**config.mk**
```make
export PLATFORM = sky130hd
export DESIGN_NAME = refill_victim_sel
export DESIGN_NICKNAME = d
export VERILOG_FILES = /design/src/rtl/refill_victim_sel.sv
export SDC_FILE = /design/constraint.sdc
export NUM_CORES = 1
export LEC_CHECK = 0
export ABC_AREA = 1
export CAP_MARGIN = 20
export CELL_PAD_IN_SITES_DETAIL_PLACEMENT = 0
export CELL_PAD_IN_SITES_GLOBAL_PLACEMENT = 1
export CORE_UTILIZATION = 32
export DETAILED_ROUTE_END_ITERATION = 10
export GPL_ROUTABILITY_DRIVEN = 0
export PLACE_DENSITY_LB_ADDON = 0.3
export SYNTH_ARGS = -nofsm -noshare
export SYNTH_HDL_FRONTEND = slang
export SYNTH_SLANG_ARGS = --single-unit
export TNS_END_PERCENT = 1
```
**constraint.sdc**
```tcl
create_clock -name clk_i -period 1.5 [get_ports clk_i]
set_input_delay 0.225 -clock clk_i [delete_from_list [all_inputs] [get_ports clk_i]]
set_output_delay 0.225 -clock clk_i [all_outputs]
set_load 0.005 [all_outputs]
```
**src/rtl/refill_victim_sel.sv**
```systemverilog
`default_nettype none
`timescale 1ns/1ps
// ---------------------------------------------------------------------------
// refill_victim_sel : cache-refill victim selector (free-way first, LFSR retry)
// Rev 1.0
// ---------------------------------------------------------------------------
module refill_victim_sel #(
  parameter int NumWays  = 8,
  parameter int MaxTries = 4,
  parameter int LogWays  = $clog2(NumWays)
) (
  input  logic               clk_i,
  input  logic               rst_i,
  input  logic               req_valid_i,
  output logic               req_ready_o,
  input  logic [NumWays-1:0] req_valid_ways_i,
  input  logic [NumWays-1:0] req_lock_ways_i,
  input  logic [LogWays-1:0] lfsr_bin_i,
  output logic               lfsr_en_o,
  output logic               vict_valid_o,
  input  logic               vict_ready_i,
  output logic [NumWays-1:0] vict_way_oh_o,
  output logic [LogWays-1:0] vict_way_bin_o,
  output logic               vict_evict_o,
  output logic               vict_none_o
);

  localparam int PadW   = 1 << LogWays;
  localparam int RetryW = (MaxTries > 1) ? $clog2(MaxTries) : 1;
  localparam logic [RetryW-1:0] RetryLast = RetryW'(MaxTries - 1);

  typedef enum logic [1:0] {
    IDLE = 2'd0,
    SCAN = 2'd1,
    OUT  = 2'd2
  } state_e;

  state_e              state_q, state_d;
  logic [NumWays-1:0]  valid_ways_q, valid_ways_d;
  logic [NumWays-1:0]  lock_ways_q, lock_ways_d;
  logic [RetryW-1:0]   retry_q, retry_d;
  logic [NumWays-1:0]  way_oh_q, way_oh_d;
  logic [LogWays-1:0]  way_bin_q, way_bin_d;
  logic                evict_q, evict_d;
  logic                none_q, none_d;

  logic [NumWays-1:0]  elig, free;
  logic [PadW-1:0]     elig_pad;
  logic [LogWays-1:0]  free_idx, elig_idx;
  logic                cand_ok, random_mode;

  function automatic logic [LogWays-1:0] lowest_idx(input logic [NumWays-1:0] m);
    logic [LogWays-1:0] idx;
    idx = '0;
    for (int i = NumWays - 1; i >= 0; i--) begin
      if (m[i]) idx = LogWays'(i);
    end
    return idx;
  endfunction

  always_comb begin
    elig     = ~lock_ways_q;
    free     = elig & ~valid_ways_q;
    // Zero-padded so LFSR codes past the last way read as ineligible.
    elig_pad = '0;
    elig_pad[NumWays-1:0] = elig;
    free_idx = lowest_idx(free);
    elig_idx = lowest_idx(elig);
    cand_ok  = elig_pad[lfsr_bin_i];
    random_mode = (state_q == SCAN) && (free == '0) && (elig != '0);
  end

  always_comb begin
    state_d      = state_q;
    valid_ways_d = valid_ways_q;
    lock_ways_d  = lock_ways_q;
    retry_d      = retry_q;
    way_oh_d     = way_oh_q;
    way_bin_d    = way_bin_q;
    evict_d      = evict_q;
    none_d       = none_q;

    case (state_q)
      IDLE: begin
        if (req_valid_i) begin
          valid_ways_d = req_valid_ways_i;
          lock_ways_d  = req_lock_ways_i;
          retry_d      = '0;
          state_d      = SCAN;
        end
      end
      SCAN: begin
        if (free != '0) begin
          way_bin_d = free_idx;
          way_oh_d  = '0;
          way_oh_d[free_idx] = 1'b1;
          evict_d   = 1'b0;
          state_d   = OUT;
        end else if (elig == '0) begin
          way_bin_d = '0;
          way_oh_d  = '0;
          evict_d   = 1'b0;
          none_d    = 1'b1;
          state_d   = OUT;
        end else if (cand_ok) begin
          way_bin_d = lfsr_bin_i;
          way_oh_d  = '0;
          way_oh_d[lfsr_bin_i] = 1'b1;
          evict_d   = 1'b1;
          state_d   = OUT;
        end else if (retry_q == RetryLast) begin
          way_bin_d = elig_idx;
          way_oh_d  = '0;
          way_oh_d[elig_idx] = 1'b1;
          evict_d   = 1'b1;
          state_d   = OUT;
        end else begin
          retry_d = retry_q + 1'b1;
        end
      end
      OUT: begin
        if (vict_ready_i) begin
          way_bin_d = '0;
          way_oh_d  = '0;
          evict_d   = 1'b0;
          none_d    = 1'b0;
          state_d   = IDLE;
        end
      end
      default: state_d = IDLE;
    endcase
  end

  always_ff @(posedge clk_i) begin
    if (rst_i) begin
      state_q      <= IDLE;
      valid_ways_q <= '0;
      lock_ways_q  <= '0;
      retry_q      <= '0;
      way_oh_q     <= '0;
      way_bin_q    <= '0;
      evict_q      <= 1'b0;
      none_q       <= 1'b0;
    end else begin
      state_q      <= state_d;
      valid_ways_q <= valid_ways_d;
      lock_ways_q  <= lock_ways_d;
      retry_q      <= retry_d;
      way_oh_q     <= way_oh_d;
      way_bin_q    <= way_bin_d;
      evict_q      <= evict_d;
      none_q       <= none_d;
    end
  end

  // Gated with reset so nothing handshakes or advances the LFSR during reset.
  assign req_ready_o    = (state_q == IDLE) && !rst_i;
  assign lfsr_en_o      = random_mode && !rst_i;
  assign vict_valid_o   = (state_q == OUT);
  assign vict_way_oh_o  = way_oh_q;
  assign vict_way_bin_o = way_bin_q;
  assign vict_evict_o   = evict_q;
  assign vict_none_o    = none_q;

  if (NumWays < 2 || NumWays > 8) begin : g_bad_num_ways
    $error("refill_victim_sel: NumWays must be in 2..8");
  end
  if (MaxTries < 1) begin : g_bad_max_tries
    $error("refill_victim_sel: MaxTries must be >= 1");
  end

  a_hold_stable: assert property (@(posedge clk_i) disable iff (rst_i)
    (vict_valid_o && !vict_ready_i) |=>
      (vict_valid_o && $stable({vict_way_oh_o, vict_way_bin_o, vict_evict_o, vict_none_o})));

  a_onehot: assert property (@(posedge clk_i) $countones(vict_way_oh_o) <= 1);

endmodule
`default_nettype wire
```
# --- Word-level counts from Yosys, hierarchy flattened ---
# Index checks and enable logic that the tools add are counted.
classes:
  n_addsub: 1
  n_mul: 0
  div_mod_pow: 0
  order_cmp: 6
  n_eq_ne: 11
  n_shift: 0
  mux: 58
  bitwise_logic: 3
  n_reduce_logical: 20
op_table:
  columns: ["operator", "n"]
  rows:
  - ["$mux 3", 21]
  - ["$mux 8", 5]
  - ["$mux 2", 11]
  - ["$logic_not 8->1", 2]
  - ["$not 8->8", 2]
  - ["$pmux 8 s2", 1]
  - ["$reduce_bool 8->1", 2]
  - ["$lt 3x4->1 const B", 3]
  - ["$mux 1", 11]
  - ["$ne 2x2->1 const B", 5]
  - ["$demux 1 s3", 3]
  - ["$ge 3x1->1 const B", 3]
  - ["$and 8x8->8", 1]
  - ["$logic_and 1x1->1", 7]
  - ["$pmux 2 s3", 1]
  - ["$pmux 3 s2", 1]
  - ["$reduce_and 3->1", 2]
  - ["$reduce_and 6->1", 1]
  - ["$ne 5x2->1 const B", 1]
  - ["$eq 2x2->1 const B", 2]
  - ["$ne 2x1->1 const B", 2]
  - ["$pmux 1 s2", 2]
  - ["$pmux 2 s2", 1]
  - ["$reduce_and 4->1", 1]
  - ["7 further kinds", 8]
word_totals:
  register_bits: 33
  latch_bits: 0
  ram_bits: 0
  mem_bits_ro: 0
  inputBits: 23
  output_inout_bits: 16
  memories: 0

# --- Depth between registers and ports, before layout ---
depth:
  ltp_word: 18
  depth_mapped: 14
  depth_no_buf: 14

# --- Worst setup path before layout ---
# Ideal clock, no wire load.
synth_path:
  path_type: "register to register"
  from: "register lock_ways_q[0]"
  to: "register way_bin_q[0] (netlist: vict_way_bin_o[0])"
  setup_ns: 0.132
  arrival_ns: 1.389
  path_slack_ns: -0.021
  path_stages_with_launch: 13
  path_buffers: 1
  period_less_slack_ns: 1.521
  cell_sequence: "dfxtp_1 > inv_1 > nand2_2 > nand2_1 > nor2_2 > nand3_2 > nor2_1 > nand2_2 > nand3_4 > nor2_4 > buf_6 > nand2_1 > a21oi_2"
synth_between:
  elab_chain_len: 7
synth_rtl:
  columns: ["item", "line_no", "source"]
  rows:
  - ["from (decl)", "40", "logic [NumWays-1:0] lock_ways_q, lock_ways_d;"]
  - ["from (signal assigned)", "147", "lock_ways_q <= lock_ways_d;"]
  - ["$not 8->8 *", "62", "elig = ~lock_ways_q;"]
  - ["$bmux 1 s3 / $mux 3 (equally long branches)", "69, 56", null]
  - ["$mux 1 (implied by the code) / $mux 3 (equally long branches)", "69, 111", null]
  - ["$mux 3", "105", "end else if (cand_ok) begin"]
  - ["$mux 3", "99", "end else if (elig == '0) begin"]
  - ["$mux 3", "93", "if (free != '0) begin"]
  - ["$pmux 3 s2", "83", "case (state_q)"]
  - ["to (signal assigned)", "150", "way_bin_q <= way_bin_d;"]
  - ["to (decl)", "43", "logic [LogWays-1:0] way_bin_q, way_bin_d;"]
# Every way passes the cells marked *; elsewhere a longest branch is shown, timed or not. The select of a mux whose other input is x is not followed.
# A chain may end at the register's enable or synchronous reset.

# --- Worst setup path in the final report ---
layout_path:
  from: "register lock_ways_q[5]"
  to: "register way_oh_q[6] (netlist: vict_way_oh_o[6])"
layout_between:
  elab_chain_len: 16
layout_rtl:
  columns: ["item", "line_no", "source"]
  rows:
  - ["$not 8->8 *", "62", null]
  - ["$mux 3 (6 in series)", "56", "if (m[i]) idx = LogWays'(i);"]
  - ["$lt 3x4->1 (implied by the code) / $ge 3x1->1 (equally long branches)", "114", "way_oh_d[elig_idx] = 1'b1;"]
  - ["$logic_and 1x1->1 (implied by the code)", "114", null]
  - ["$mux 1 (implied by the code)", "114", null]
  - ["$demux 1 s3", "114", null]
  - ["$mux 8", "111", "end else if (retry_q == RetryLast) begin"]
  - ["$mux 8", "105", null]
  - ["$mux 8", "99", null]
  - ["$mux 8", "93", null]
  - ["$pmux 8 s2", "83", null]
  - ["to (signal assigned)", "149", "way_oh_q <= way_oh_d;"]
  - ["to (decl)", "42", "logic [NumWays-1:0] way_oh_q, way_oh_d;"]
# Marked as above.

==> impl_metrics.yaml <==
pwr:
  peakVddDrop_mv: 0.628
  power_leakage_uw: 0.00148
  power_density_nw_per_um2: 1240
clocking:
  htree_num_levels: 2
  ctsLongestPathBuffers: 2
  cts_num_sinks: 33
  root_buffer: "sky130_fd_sc_hd__clkbuf_8"
  register_clock_pin_slew_on_the_reported_worst_setup_and_hold_paths_ps: 70
  numCtsBuffers: 5
  cts_tree: "yes"
  ctsHoldBuffers: 0
  clk_latency_ps: 280
cells_and_area:
  fillCellCount: 596
  area_growth_from_synthesis_to_final_layout_pct: 68.6
  layout.cells.most_common_list: "sky130_fd_sc_hd__nand2_1 (66), sky130_fd_sc_hd__buf_4 (61), sky130_fd_sc_hd__clkdlybuf4s50_1 (32)"
  n_antenna_cell: 0
  stdcell_count: 496
  final_net_count: 449
  multi_input_comb_area_um2: 1380
  design_area_um2: 3340
  ff_latch_area_um2: 681
  layout_commonest_cell: "sky130_fd_sc_hd__nand2_1"
  fin_util_pct: 56.2
  final_layout_size_suffix_gt1_share_pct: 41.6
timing:
  max_freq_mhz: 611
  setup_violations: 19
  fin_tns_setup_ps: -1470
  rsz0062_at_grt: "yes"
  hold_viol: 0
  max_slew_violations: 0
  finalWorstPathRequiredPeriod_ps: 1640
  finClkSkew_ps: 4.68
  slew_headroom_pct: 69.8
  period_share_pct: 109
  tightest_slew_ps: 452
  finalWorstSetupSlack_ps: -138
yosys:
  synthDistinctLibCells: 26
  synth_seq_cells: 33
  post-synth-top-area-fraction_pct: 33.3
  synth.mux.area_fraction_pct: 0
  yosysSeqAreaShare_pct: 33.3
  post_syn_nets: 340
  synth_top_family_by_area: "simple AND/OR/NAND/NOR gates"
  synth.cell_area_um2: 1980
  synth_top_cells_by_area: "sky130_fd_sc_hd__dfxtp_1 (33%), sky130_fd_sc_hd__nand2_1 (17%), sky130_fd_sc_hd__a21oi_1 (8.6%), sky130_fd_sc_hd__inv_1 (7.0%), sky130_fd_sc_hd__o21ai_0 (6.3%)"
  synth_cells: 312
  avgSynthCellArea_um2: 6.36
  yosys.area_share.simple_pct: 36.4
  yosys_warnings: 0
  synth_top_cell_by_area: "sky130_fd_sc_hd__dfxtp_1"
  synth_compound_area_share_pct: 16.9
  share_of_synthesized_cell_area_in_full_adder_half_adder_and_majority_cells_pct: 3.15
  post_synthesis_share_of_cell_area_spent_on_xor_and_xnor_gates_pct: 0
min_path:
  whs_endpoint: "vict_way_bin_o[1]"
  hold_path.startpoint: "vict_way_bin_o[1]"
  min_path_type: "reg2reg"
  whs_path_depth: 2
placed_design:
  cell_count_after_placement: 480
  dp.final_hpwl_mm: 4.46
  port_buffers: 38
  placed_area_um2: 2910
route:
  postRouteAntennaNets: 0
  post-route-drc-count: 0
  drt_iter0_markers: 94
  routed_wl_mm: 6.00
  routed-via-count: 2287
  dr.pass1.iters: 4
  wl_per_cell_um: 12.1
  viasPerCell: 4.61
critical_path:
  worstRegToRegCells: 12
  setup_crit_start_kind: "flop"
  worstSetupEndpointType: "flop"
  critPathMaxStageDelay_ps: 340
  critical_path.max_fanout: 6
  crit_path_cell_trace: "inv_2 -> buf_6 -> nand2_4 -> nand3_2 -> nand2_4 -> nor2_8 -> nor2_4 -> nand2_2 -> nand3_4 -> nor2_4 -> nand3_2 -> a21oi_2"
  cell_with_the_largest_stage_delay_on_the_worst_path: "sky130_fd_sc_hd__dfxtp_2"
  worst-endpoint-required_ps: 1720
  capturing_point_of_the_worst_reg2reg_path: "vict_way_oh_o[6]"
  cp.arrival_ps: 1860
  worstReg2RegStart: "lock_ways_q[5]"
  crit_type: "reg2reg"
  rrSetupSlack_ps: -140
die:
  die_y_um: 80.7
  placement_rows: 28
  floorplan.die_area_um2: 6520
  starting_density_pct: 33.3
  io_pins: 39
  floorplan.die.width_um: 80.7
  placeableCoreArea_um2: 5960
run_status:
  failed_checks: "setup timing"
  run_status: "complete, but fails checks"
global_route:
  grt_use_total_pct: 20.0
  grt_pass1_wl_mm: 9.93
  grt.overflow.total: 0
  antenna_found_initial: 0
  first_global_vias: 2211
  grt_start_max_net_pins: 31
job:
  drv.max_cap_violation_count: 0
## layer usage
layer	track usage [%]	vias up	part of all wire [%]
met4	5.89	0	1.4
met5	0	-	0
met1	25.6	1032	48
li1	-	1212	-
met3	3.07	9	2.5
met2	34.4	34	48
## worst max path at each step
stage,slack (ps),start,endpoint,cells after the start
floorplan,20,lock_ways_q[2],vict_way_bin_o[0],12
global placement,-560,lfsr_bin_i[0],vict_way_oh_o[0],13
detailed placement,-570,lfsr_bin_i[0],vict_way_oh_o[0],14
CTS,-140,lock_ways_q[3],lfsr_en_o,7
global route,-240,lock_ways_q[4],vict_way_oh_o[1],13
finish,-140,lock_ways_q[5],vict_way_oh_o[6],12
## where the power goes
group / internal (uW) / switching, uW
logic: 1090 / 1170
clock network: 364 / 317
registers: 1070 / 127
## cells by family after synthesis
group	count (synthesis)
AND/OR/NAND/NOR	161
AO/OA/AOI/OAI	64
buffers and inverters	49
flip-flops	33
adder cells (fa/ha/maj)	5
## area by class of cell
| class | instances | area share, % |
|---|---|---|
| multi-input combinational | 231 | 41.2 |
| timing repair buffer | 110 | 28.6 |
| sequential | 33 | 20.4 |
| inverter | 40 | 4.49 |
| tap | 75 | 2.81 |
| clock buffer | 7 | 2.58 |
## through the flow
step,worst slack (ps),total power [uW],hold slack (ps)
floorplan,18.0,2230,377
finish,-138,4140,464
global route,-243,4470,479
CTS,-139,4050,468
detailed placement,-574,3050,458
global placement,-564,3030,452
## flip-flops by register name, indices dropped and copies added (netlist names)
register / count
vict_way_bin_o: 3
vict_evict_o: 1
state_q: 2
vict_way_oh_o: 8
retry_q: 2
lock_ways_q: 8
valid_ways_q: 8
vict_none_o: 1
## critical path, delay by kind of cell (launching register included)
kind | cells | cell delay [ps]
simple gates | 9 | 930
flops | 1 | 340
buf+inv | 2 | 180
compound gates | 1 | 120
## synthesized netlist by cell type, drive strengths merged
cell type,number
ha,5
nor3,2
a311oi,1
inv,40
o21ai,25
nand3,23
o22ai,1
nand2,96
buf,5
clkbuf,4
dfxtp,33
a21oi,36
nor2,39
or2,1
o211ai,1
## timing repair
item | CTS | global route
hold endpoints to repair | 0 | 0
pin swaps | 26 | 23
setup endpoints to repair | 20 | 33
gates resized for setup | 81 | 37
cloned | 1 | 0
buffers inserted | 7 | 2
No activity file was read; power rests on OpenSTA's default activity.
